$ cat src/rtl/gate_sweep_tester.sv
// ---------------------------------------------------------------------------
// gate_sweep_tester: exhaustive 64-vector sweep of a six-input AOI gate. Rev 1.0
// Optional first_fail capture with macro GATE_SWEEP_FIRST_FAIL_EN.
// ---------------------------------------------------------------------------
`default_nettype none

module gate_sweep_tester #(
   parameter int SETTLE_CYCLES = 2
) (
   input  logic       clk,
   input  logic       rst,
   input  logic       start,
   input  logic       y_in,
   output logic [5:0] vec,
   output logic       busy,
   output logic       done,
   output logic       pass,
`ifdef GATE_SWEEP_FIRST_FAIL_EN
   output logic [5:0] first_fail,
`endif
   output logic [6:0] err_count
);

   localparam logic [3:0] SETTLE_LAST = 4'(SETTLE_CYCLES - 1);

   typedef enum logic [1:0] {
      IDLE   = 2'd0,
      SETTLE = 2'd1,
      SAMPLE = 2'd2,
      DONE   = 2'd3
   } state_t;

   state_t     state;
   logic [3:0] settle_cnt;
   logic       expected_y;
   logic       mismatch;

   // Golden model: Y = NOT((A|B) & ((C&D) | (E&F)))
   always_comb begin
      expected_y = ~((vec[5] | vec[4]) & ((vec[3] & vec[2]) | (vec[1] & vec[0])));
      mismatch   = (y_in != expected_y);
   end

   always_ff @(posedge clk) begin
      if (rst) begin
         state      <= IDLE;
         vec        <= 6'd0;
         busy       <= 1'b0;
         done       <= 1'b0;
         pass       <= 1'b0;
         err_count  <= 7'd0;
         settle_cnt <= 4'd0;
`ifdef GATE_SWEEP_FIRST_FAIL_EN
         first_fail <= 6'd0;
`endif
      end else begin
         done <= 1'b0;
         case (state)
            IDLE: begin
               if (start) begin
                  state      <= SETTLE;
                  vec        <= 6'd0;
                  settle_cnt <= 4'd0;
                  err_count  <= 7'd0;
                  pass       <= 1'b0;
                  busy       <= 1'b1;
`ifdef GATE_SWEEP_FIRST_FAIL_EN
                  first_fail <= 6'd0;
`endif
               end
            end
            SETTLE: begin
               settle_cnt <= settle_cnt + 4'd1;
               if (settle_cnt == SETTLE_LAST) begin
                  state <= SAMPLE;
               end
            end
            SAMPLE: begin
               if (mismatch && (err_count != 7'd64)) begin
                  err_count <= err_count + 7'd1;
               end
`ifdef GATE_SWEEP_FIRST_FAIL_EN
               if (mismatch && (err_count == 7'd0)) begin
                  first_fail <= vec;
               end
`endif
               if (vec == 6'd63) begin
                  // Last vector: pass must account for a mismatch on this very edge
                  state <= DONE;
                  done  <= 1'b1;
                  busy  <= 1'b0;
                  pass  <= (err_count == 7'd0) && !mismatch;
               end else begin
                  vec        <= vec + 6'd1;
                  settle_cnt <= 4'd0;
                  state      <= SETTLE;
               end
            end
            DONE: begin
               state <= IDLE;
            end
            default: begin
               state <= IDLE;
            end
         endcase
      end
   end

endmodule

`default_nettype wire

$ cat config.mk
export PLATFORM = sky130hd
export DESIGN_NAME = gate_sweep_tester
export DESIGN_NICKNAME = d
export VERILOG_FILES = /design/src/rtl/gate_sweep_tester.sv
export SDC_FILE = /design/constraint.sdc
export NUM_CORES = 1
export LEC_CHECK = 0
export BUFFER_PORTS_ARGS = -buffer_cell sky130_fd_sc_hd__buf_4
export CORE_UTILIZATION = 58
export CTS_BUF_LIST = sky130_fd_sc_hd__clkbuf_2
export DETAILED_ROUTE_END_ITERATION = 8
export PLACE_DENSITY = 0.82
export SETUP_SLACK_MARGIN = 0.5
export SKIP_CTS_REPAIR_TIMING = 1
export SLEW_MARGIN = 20
export SYNTH_ARGS = -nofsm -noshare
export SYNTH_HDL_FRONTEND = slang
export SYNTH_SLANG_ARGS = --single-unit
$ cat constraint.sdc
create_clock -name clk -period 1.7 [get_ports clk]
set_input_delay 0 -clock clk [delete_from_list [all_inputs] [get_ports clk]]
set_output_delay 0 -clock clk [all_outputs]
set_load 0.01 [all_outputs]
==> impl_metrics.py, run 1 <==
metrics = {
    "grt": {
        "grtUsageTotal_pct": 26.18,
        "grt_pass1_wl_mm": 4.209,
        "overflow": 0,
        "grt_pass1_vias": 944,
        "antenna_found_initial": 0,
        "grt_max_degree": 15,
    },
    "detailed_routing": {
        "drt-wirelength-per-cell_um": 19.78,
        "num_vias": 1409,
        "via_per_inst": 6.742,
        "ant_nets": 0,
        "drt-total-wl_mm": 4.135,
        "post-route-drc-count": 0,
        "drtPass1Iterations": 5,
        "drt_iter0_drc": 71,
    },
    "critical_path": {
        "rr_worst_depth": 5,
        "worst-path-buf-inv": 0,
        "rr_startpoint": "vec[0]$_SDFFE_PP0P_",
        "path_cells": "ha_4, nand2b_4, o221a_4, a31oi_1, o21ai_1",
        "r2r_setup_slack_ns": 0.16,
        "worstSetupStartpointType": "flop",
        "reg2reg_to": "err_count[5]$_SDFFE_PP0P_",
        "path_max_fanout": 7,
        "cpPeakStageDelay_ns": 0.42,
        "crit_slowest_cell": "dfxtp_4",
        "arrival_ns": 1.80,
        "path_class": "reg -> reg",
        "crit_required_ns": 1.95,
        "critPathTopFamily": "compound AO/OA/AOI/OAI gates",
        "endpoint_kind": "flop",
    },
    "min_path": {
        "hold_end": "settle_cnt[1]$_SDFFE_PP0P_",
        "hold_path_depth": 2,
        "min-delay-start": "rst",
        "hold_path_class": "in -> reg",
    },
    "placement": {
        "gp_routability_congestion": 0.7512,
        "io_buffers": 19,
        "hpwl_mm": 2.135,
    },
    "timing": {
        "hold_viol_final": 8,
        "final-max-slew-violation-count": 0,
        "fin_crit_ns": 1.543,
        "fin_crit_sh_pct": 90.79,
        "finalSetupViolCount": 0,
        "worst_slew_pin_slew_ns": 0.7373,
        "timing.fmax_ghz": 0.6479,
        "slew-limit-headroom_pct": 50.75,
        "rsz0062_at_grt": "true",
        "hold_slack_ns": -0.1084,
        "skew_ns": 0.004523,
        "setup-tns-final_ns": 0,
    },
    "logic_synthesis": {
        "syn_area_per_cell_um2": 8.313,
        "syn_inst": 149,
        "synth-main-ff-cell": "dfxtp_1",
        "synth_edf_count": 0,
        "async_flop_share_pct": 0,
        "ys_top_cells_by_area": "dfxtp_1, nand3_1, ha_1",
        "synth_seq_cells": 22,
        "synth_warnings": 0,
        "synth_cell_types": 43,
        "yosysMostFrequentCell": "dfxtp_1",
        "yosys.area.top_type": "dfxtp_1",
        "synth-seq-area-share_pct": 35.56,
        "synth.top_cell.area_share_pct": 35.56,
        "syn-num-nets": 158,
        "syn_area_mm2": 0.001239,
        "synth_commonest_cells": "dfxtp_1, nand3_1, nand2_1",
    },
    "power_and_ir_drop": {
        "p_leak_nw": 0.6652,
        "power_w": 0.0008942,
        "ir_worst_vdd_v": 0.0004622,
        "powerDensity_mw_per_mm2": 498.0,
    },
    "floorplanning": {
        "dieHeight_um": 48.22,
        "die_x_um": 48.22,
        "coreArea_mm2": 0.001982,
        "placementRows": 16,
        "start_util_pct": 62.50,
        "ioPinCount": 20,
        "die_area_mm2": 0.002325,
    },
    "cts": {
        "cts-root-buf": "clkbuf_2",
        "cts_sinks": 22,
        "clk_latency_ns": 0.34,
        "cts.clk_slew.worst_paths_ns": 0.22,
        "cts-buffers-inserted": 3,
        "cts.path.max_buffers": 2,
        "htreeDepth": 1,
        "cts_tree": "built",
    },
    "run_status": {
        "status": "finished with violations",
        "violations": "hold timing",
    },
    "layout": {
        "nFillCells": 93,
        "seq_area_um2": 481.7,
        "multi_input_area_um2": 972.2,
        "n_antenna_cell": 0,
        "drive_above_1_share_pct": 45.60,
        "area_growth_pct": 44.95,
        "nets": 192,
    },
    "job": {
        "drv_cap": 0,
    },
}
-- worst max-delay path by stage --
stage,start,endpoint,slack [ns],cells past startpoint
after floorplan,vec[4]$_SDFFE_PP0P_,vec[4]$_SDFFE_PP0P_,0.35,4
after global placement,state[1]$_SDFFE_PP0P_,settle_cnt[2]$_SDFFE_PP0P_,0.22,4
after detailed placement,state[1]$_SDFFE_PP0P_,settle_cnt[2]$_SDFFE_PP0P_,0.13,4
after CTS,state[1]$_SDFFE_PP0P_,err_count[0]$_SDFFE_PP0P_,0.1,4
after global routing,err_count[3]$_SDFFE_PP0P_,pass$_SDFFE_PP0P_,0.09,4
final,vec[0]$_SDFFE_PP0P_,err_count[5]$_SDFFE_PP0P_,0.16,5
-- worst reg2reg max path, stage by stage, from the launching register on --
cell and delay, ns:
dfxtp_4 0.42, ha_4 0.20, nand2b_4 0.17, o221a_4 0.31
a31oi_1 0.23, o21ai_1 0.13
-- cells by family after synthesis --
family,count (synthesis),synth area share [%]
adder cells (fa/ha/maj),5,5.051
AND/OR/NAND/NOR,65,28.59
XOR/XNOR,1,0.7072
flip-flops,22,35.56
AO/OA/AOI/OAI,42,24.65
buffers and inverters,12,3.838
multiplexers,2,1.616
-- flip-flops by register name (all words and copies together) (netlist names) --
name	flops
err_count	7
vec	6
settle_cnt	4
state	2
busy	1
done	1
pass	1
-- layout by cell type (no fill, tap or decap), types with 3 or more instances in the layout --
cell	instances
buf_4	31
nand3_1	16
nand2_1	10
dfxtp_4	10
nor2_1	9
dfxtp_1	9
a21oi_1	6
o31ai_1	5
inv_1	3
inv_2	3
o21ai_0	3
nor3_1	3
nand2b_1	3
ha_1	3
clkbuf_2	3
dfxtp_2	3
buf_6	3
-- metal layers --
| layer | wire length (µm) | track usage [%] |
|---|---|---|
| met1 | 1611 | 35.28 |
| met2 | 1994 | 41.60 |
| met3 | 350 | 4.444 |
| met4 | 177 | 10.00 |
| met5 | 0 | 0 |
-- report_power, final --
part | internal (W) | switching [W]
Clock | 0.0000511 | 0.000174
Combinational | 0.0000631 | 0.0000801
Sequential | 0.000511 | 0.0000146
Total | 0.000626 | 0.000269
-- metrics by stage --
stage	instances	cell area (µm²)	setup slack [ns]	hold slack, ns	utilization, %
4_1_cts	193	1494	0.09927	-0.1045	75.38
3_5_place_dp	189	1475	0.1280	0.2832	74.43
5_1_grt	209	1795	0.08579	-0.1113	90.59
6_report	209	1795	0.1566	-0.1084	90.59
2_1_floorplan	149	1331	0.3538	0.1978	-
3_3_place_gp	189	1475	0.2226	0.2807	74.43
-- area by class of cell --
type                            instances  area share, %
Inverter                                6          1.254
Multi-Input combinational cell        116          54.15
Tap cell                               27          1.882
Sequential cell                        22          26.83
Clock buffer                            3         0.8362
Clock inverter                          1         0.2091
Timing Repair Buffer                   34          14.84
Power figures use the tool's default switching activity.
==> run 2: changes to the inputs <==
--- a/config.mk
+++ b/config.mk
@@ -6,10 +6,10 @@
 export NUM_CORES = 1
 export LEC_CHECK = 0
 export BUFFER_PORTS_ARGS = -buffer_cell sky130_fd_sc_hd__buf_4
-export CORE_UTILIZATION = 58
-export CTS_BUF_LIST = sky130_fd_sc_hd__clkbuf_2
+export CORE_UTILIZATION = 55
+export CTS_BUF_LIST = sky130_fd_sc_hd__clkbuf_16
 export DETAILED_ROUTE_END_ITERATION = 8
-export PLACE_DENSITY = 0.82
+export PLACE_DENSITY = 0.78
 export SETUP_SLACK_MARGIN = 0.5
 export SKIP_CTS_REPAIR_TIMING = 1
 export SLEW_MARGIN = 20
==> run 2 against run 1 <==
The run now ends clean; maximum frequency grew 4.1%; clock power grew 130%; global-route usage shrank 2.3 points; sequential power is essentially flat; critical path depth shrank 1; first-iteration DRC count grew 8.5%; clock-buffer cell count is the same; routed wire length shrank 15%; critical path type unchanged; critical endpoint is now pass$_SDFFE_PP0P_.
==> impl_metrics.py, run 2 (synthesized netlist as in run 1, its figures left out) <==
metrics = {
    "floorplanning": {
        "ioPinCount": 20,
        "placementRows": 16,
        "die_x_um": 49.46,
        "die_area_mm2": 0.002446,
        "coreArea_mm2": 0.002042,
        "start_util_pct": 60.66,
        "dieHeight_um": 49.46,
    },
    "power_and_ir_drop": {
        "internal_power_w": 0.0008839,
        "ir_worst_vdd_v": 0.0005387,
        "share_comb_of_total_power_pct": 10.9,
        "clockPowerShare_pct": 43.9,
        "switching_power_w": 0.0002753,
        "power_w": 0.001159,
        "switching_share_pct": 23.75,
        "powerDensity_mw_per_mm2": 655.2,
        "seqPwrFrac_pct": 45.2,
        "p_leak_nw": 0.6574,
    },
    "placement": {
        "detailedPlace.worstSlack_ns": 0.1507,
        "io_buffers": 19,
        "place_area_mm2": 0.001475,
        "hpwl_mm": 1.959,
        "dp_cells": 189,
        "gp_routability_congestion": 0.8927,
    },
    "grt": {
        "grt_pass1_wl_mm": 4.505,
        "grtUsageTotal_pct": 23.93,
        "grt_pass1_vias": 981,
        "grt_max_degree": 15,
        "antenna_found_initial": 0,
        "overflow": 0,
    },
    "layout": {
        "drive_above_1_share_pct": 42.13,
        "top_register": "err_count",
        "nets": 188,
        "reg.largest.list": "err_count: 7 flops, vec: 6 flops, settle_cnt: 4 flops",
        "final_cell_count_no_fill": 205,
        "n_antenna_cell": 0,
        "final_common_cell": "buf_4",
        "final_area_mm2": 0.001769,
        "layout_common_cells": "buf_4, nand3_1, nand2_1",
        "largest_reg_flops": 7,
        "area_growth_pct": 42.83,
    },
    "timing": {
        "worst_slew_pin_slew_ns": 0.4380,
        "rsz0062_at_grt": "true",
        "setup-tns-final_ns": 0,
        "fin_crit_sh_pct": 87.25,
        "finalWorstSetupSlack_ns": 0.2168,
        "hold_viol_final": 0,
        "fin_crit_ns": 1.483,
        "timing.fmax_ghz": 0.6742,
        "skew_ns": 0.003644,
        "final-max-slew-violation-count": 0,
        "finalSetupViolCount": 0,
        "slew-limit-headroom_pct": 70.80,
    },
    "critical_path": {
        "crit_required_ns": 1.89,
        "critPathTopFamily": "simple AND/OR/NAND/NOR gates",
        "path_class": "reg -> reg",
        "cpPeakStageDelay_ns": 0.38,
        "path_max_fanout": 6,
        "path_cells": "nor4_4, nor4bb_2, nand3_1, a21oi_1",
        "worst-path-buf-inv": 0,
        "endpoint_kind": "flop",
        "arrival_ns": 1.67,
        "worstSetupStartpointType": "flop",
        "crit_slowest_cell": "nor4_4",
        "r2r_setup_slack_ns": 0.22,
    },
    "cts": {
        "cts-buffers-inserted": 3,
        "cts_sinks": 22,
        "cts.path.max_buffers": 2,
        "cts_tree": "built",
        "cts.clk_slew.worst_paths_ns": 0.06,
        "clk_latency_ns": 0.26,
        "htreeDepth": 1,
        "cts-root-buf": "clkbuf_16",
    },
    "detailed_routing": {
        "ant_nets": 0,
        "num_vias": 1336,
        "post-route-drc-count": 0,
        "via_per_inst": 6.517,
        "drt_iter0_drc": 77,
        "drt-total-wl_mm": 3.518,
        "drtPass1Iterations": 4,
        "drt-wirelength-per-cell_um": 17.16,
    },
    "min_path": {
        "hold_path_class": "in -> reg",
    },
    "job": {
        "drv_cap": 0,
    },
    "run_status": {
        "status": "completed",
    },
}
[run 2: cell count changes in the layout (fill, tap and decap cells not counted), moves of 2 or more]
cell | previous run | this run
buf_6 | 3 | 0
clkbuf_16 | 0 | 3
clkbuf_2 | 3 | 0
dfxtp_2 | 3 | 6
a21oi_2 | 1 | 3
a31oi_4 | 2 | 0
dfxtp_4 | 10 | 8
[run 2: power groups by stage]
stage | Clock (W) | Combinational (W) | Sequential (W)
4_1_cts | 0.000506 | 0.0000944 | 0.000530
5_1_grt | 0.000531 | 0.000136 | 0.000525
2_1_floorplan | 0 | 0.0000737 | 0.000540
3_3_place_gp | 0 | 0.0000920 | 0.000541
6_report | 0.000509 | 0.000127 | 0.000524
3_5_place_dp | 0 | 0.0000938 | 0.000542
[run 2: path summary, 6_finish.rpt]
| check | from | end | depth (start not counted) |
|---|---|---|---|
| worst max-delay path | err_count[3]$_SDFFE_PP0P_ | pass$_SDFFE_PP0P_ | 4 |
| worst min-delay path | rst | state[0]$_SDFFE_PP0P_ | 2 |
| worst max register to register | err_count[3]$_SDFFE_PP0P_ | pass$_SDFFE_PP0P_ | 4 |
| worst min register to register | err_count[0]$_SDFFE_PP0P_ | err_count[0]$_SDFFE_PP0P_ | 1 |
[run 2: cell type report]
cell class	count	area [µm²]
Inverter	6	22.52
Tap cell	27	33.78
Multi-Input combinational cell	115	910.9
Fill cell	109	272.8
Sequential cell	22	478.0
Timing Repair Buffer	31	245.2
Clock inverter	1	3.754
Clock buffer	3	75.07
[run 2: per-stage QoR]
step	hold slack [ns]	utilization, %
floorplan	0.1978	-
global placement	0.2897	72.24
detailed placement	0.2853	72.24
CTS	0.01978	76.10
global route	0.02783	86.64
finish	0.02520	86.64
[run 2: layer usage]
layer | vias to the layer above | wire, µm | track usage [%]
met3 | 18 | 236 | 2.778
met1 | 632 | 1478 | 33.40
met5 | - | 0 | 0
met2 | 67 | 1646 | 37.67
met4 | 0 | 155 | 9.048
li1 | 619 | - | -
==> run 3: changes to the inputs <==
--- a/config.mk
+++ b/config.mk
@@ -9,6 +9,7 @@
 export CORE_UTILIZATION = 55
 export CTS_BUF_LIST = sky130_fd_sc_hd__clkbuf_16
 export DETAILED_ROUTE_END_ITERATION = 8
+export HOLD_SLACK_MARGIN = 0.03
 export PLACE_DENSITY = 0.78
 export SETUP_SLACK_MARGIN = 0.5
 export SKIP_CTS_REPAIR_TIMING = 1
==> run 3 against run 2 <==
Power rose by 0.53%; global-route usage is the same; sequential power is essentially flat; combinational power about the same; utilization up 0.49 points; maximum frequency decreased by 1.1%; routed wire length up 4.5%; clock-buffer cell count unchanged; worst setup slack worse by 0.016 ns; via count is 0.67% higher; register-to-register slack got worse by 0.02 ns; critical path type unchanged; largest power group unchanged; highest routed layer unchanged.
==> impl_metrics.py, run 3 (synthesized netlist as in run 1, its figures left out) <==
metrics = {
    "critical_path": {
        "arrival_ns": 1.69,
        "path_class": "reg -> reg",
        "critPathTopFamily": "simple AND/OR/NAND/NOR gates",
        "cpPeakStageDelay_ns": 0.40,
        "path_max_fanout": 6,
        "crit_required_ns": 1.89,
        "worstSetupStartpointType": "flop",
        "crit_slowest_cell": "nor4_4",
        "path_cells": "nor4_4, nor4bb_2, nand3_1, a21oi_1",
        "worst-path-buf-inv": 0,
        "endpoint_kind": "flop",
    },
    "timing": {
        "hold_viol_final": 0,
        "setup-tns-final_ns": 0,
        "worst_slew_pin_slew_ns": 0.4172,
        "rsz0062_at_grt": "true",
        "slew-limit-headroom_pct": 72.16,
        "fin_crit_sh_pct": 88.19,
        "finalSetupViolCount": 0,
        "final-max-slew-violation-count": 0,
        "hold_slack_ns": 0.02085,
        "skew_ns": 0.003555,
        "timing.fmax_ghz": 0.6670,
        "fin_crit_ns": 1.499,
    },
    "cts": {
        "clk_latency_ns": 0.26,
        "cts.path.max_buffers": 2,
        "cts_sinks": 22,
        "cts-root-buf": "clkbuf_16",
        "cts_tree": "built",
        "cts-buffers-inserted": 3,
        "htreeDepth": 1,
        "cts.clk_slew.worst_paths_ns": 0.06,
    },
    "grt": {
        "grtUsageTotal_pct": 23.93,
        "grt_pass1_vias": 981,
        "grt_max_degree": 15,
        "grt_pass1_wl_mm": 4.505,
        "overflow": 0,
        "antenna_found_initial": 0,
    },
    "layout": {
        "final_common_cell": "buf_4",
        "layout_common_cells": "buf_4, nand3_1, nand2_1",
        "n_antenna_cell": 0,
        "area_growth_pct": 43.64,
        "final_util_pct": 87.13,
        "top_register": "err_count",
        "largest_reg_flops": 7,
        "drive_above_1_share_pct": 41.90,
        "reg.largest.list": "err_count: 7 flops, vec: 6 flops, settle_cnt: 4 flops",
        "nets": 189,
    },
    "power_and_ir_drop": {
        "internal_power_w": 0.0008856,
        "power_w": 0.001165,
        "clockPowerShare_pct": 43.9,
        "p_leak_nw": 0.6616,
        "switching_share_pct": 24.01,
        "powerDensity_mw_per_mm2": 655.0,
        "seqPwrFrac_pct": 44.9,
        "switching_power_w": 0.0002798,
        "ir_worst_vdd_v": 0.0005401,
        "share_comb_of_total_power_pct": 11.2,
    },
    "run_status": {
        "status": "completed",
    },
    "floorplanning": {
        "coreArea_mm2": 0.002042,
        "ioPinCount": 20,
        "start_util_pct": 60.66,
        "die_area_mm2": 0.002446,
        "die_x_um": 49.46,
        "dieHeight_um": 49.46,
        "placementRows": 16,
    },
    "detailed_routing": {
        "post-route-drc-count": 0,
        "ant_nets": 0,
        "num_vias": 1345,
        "drt_iter0_drc": 71,
        "drtPass1Iterations": 4,
        "drt-wirelength-per-cell_um": 17.84,
        "via_per_inst": 6.529,
        "drt-total-wl_mm": 3.676,
    },
    "placement": {
        "gp_routability_congestion": 0.8927,
        "hpwl_mm": 1.959,
        "io_buffers": 19,
    },
    "job": {
        "drv_cap": 0,
    },
    "min_path": {
        "hold_path_class": "in -> reg",
    },
}
run 3: cell count changes in the layout (fill, tap and decap cells not counted), sizes merged:
cell	delta
dlygate4sd3	+1
run 3: power groups by stage:
stage	Sequential [W]	Combinational [W]	Clock [W]
global placement	0.000541	0.0000920	0
finish	0.000524	0.000130	0.000512
detailed placement	0.000542	0.0000938	0
global route	0.000525	0.000139	0.000527
CTS	0.000530	0.0000944	0.000506
floorplan	0.000540	0.0000737	0
run 3: cell type report:
cell class	count	area, µm²
clock buffers	3	75.07
flip-flops and latches	22	478.0
well taps	27	33.78
inverters	6	22.52
fillers	101	262.8
multi-input cells	115	910.9
repair buffers	32	255.2
clock inverters	1	3.754
run 3: final timing paths:
| check | from | to | slack, ns | depth (start not counted) |
|---|---|---|---|---|
| worst max register to register | err_count[3]$_SDFFE_PP0P_ | pass$_SDFFE_PP0P_ | 0.20 | 4 |
| worst min register to register | err_count[0]$_SDFFE_PP0P_ | err_count[0]$_SDFFE_PP0P_ | 0.48 | 1 |
| worst max-delay path | err_count[3]$_SDFFE_PP0P_ | pass$_SDFFE_PP0P_ | 0.20 | 4 |
| worst min-delay path | rst | busy$_SDFFE_PP0P_ | 0.02 | 2 |
run 3: worst reg2reg max path, stage by stage, from the launching register on:
cell and delay [ns]:
dfxtp_4 0.38, nor4_4 0.41, nor4bb_2 0.35, nand3_1 0.14, a21oi_1 0.15
run 3: through the flow:
step                instances  worst slack (ns)  cell area [µm²]
CTS                       193            0.1341             1554
floorplan                 149            0.3538             1331
finish                    206            0.2008             1779
global route              206            0.1257             1779
global placement          189            0.2188             1475
detailed placement        189            0.1507             1475
run 3: layer usage:
layer  global-route usage, %  wire (µm)  up-vias
met3                   2.778        280       13
met1                   33.40       1480      623
li1                        -          -      622
met5                       0          0        -
met2                   37.67       1815       87
met4                   9.048        100        0
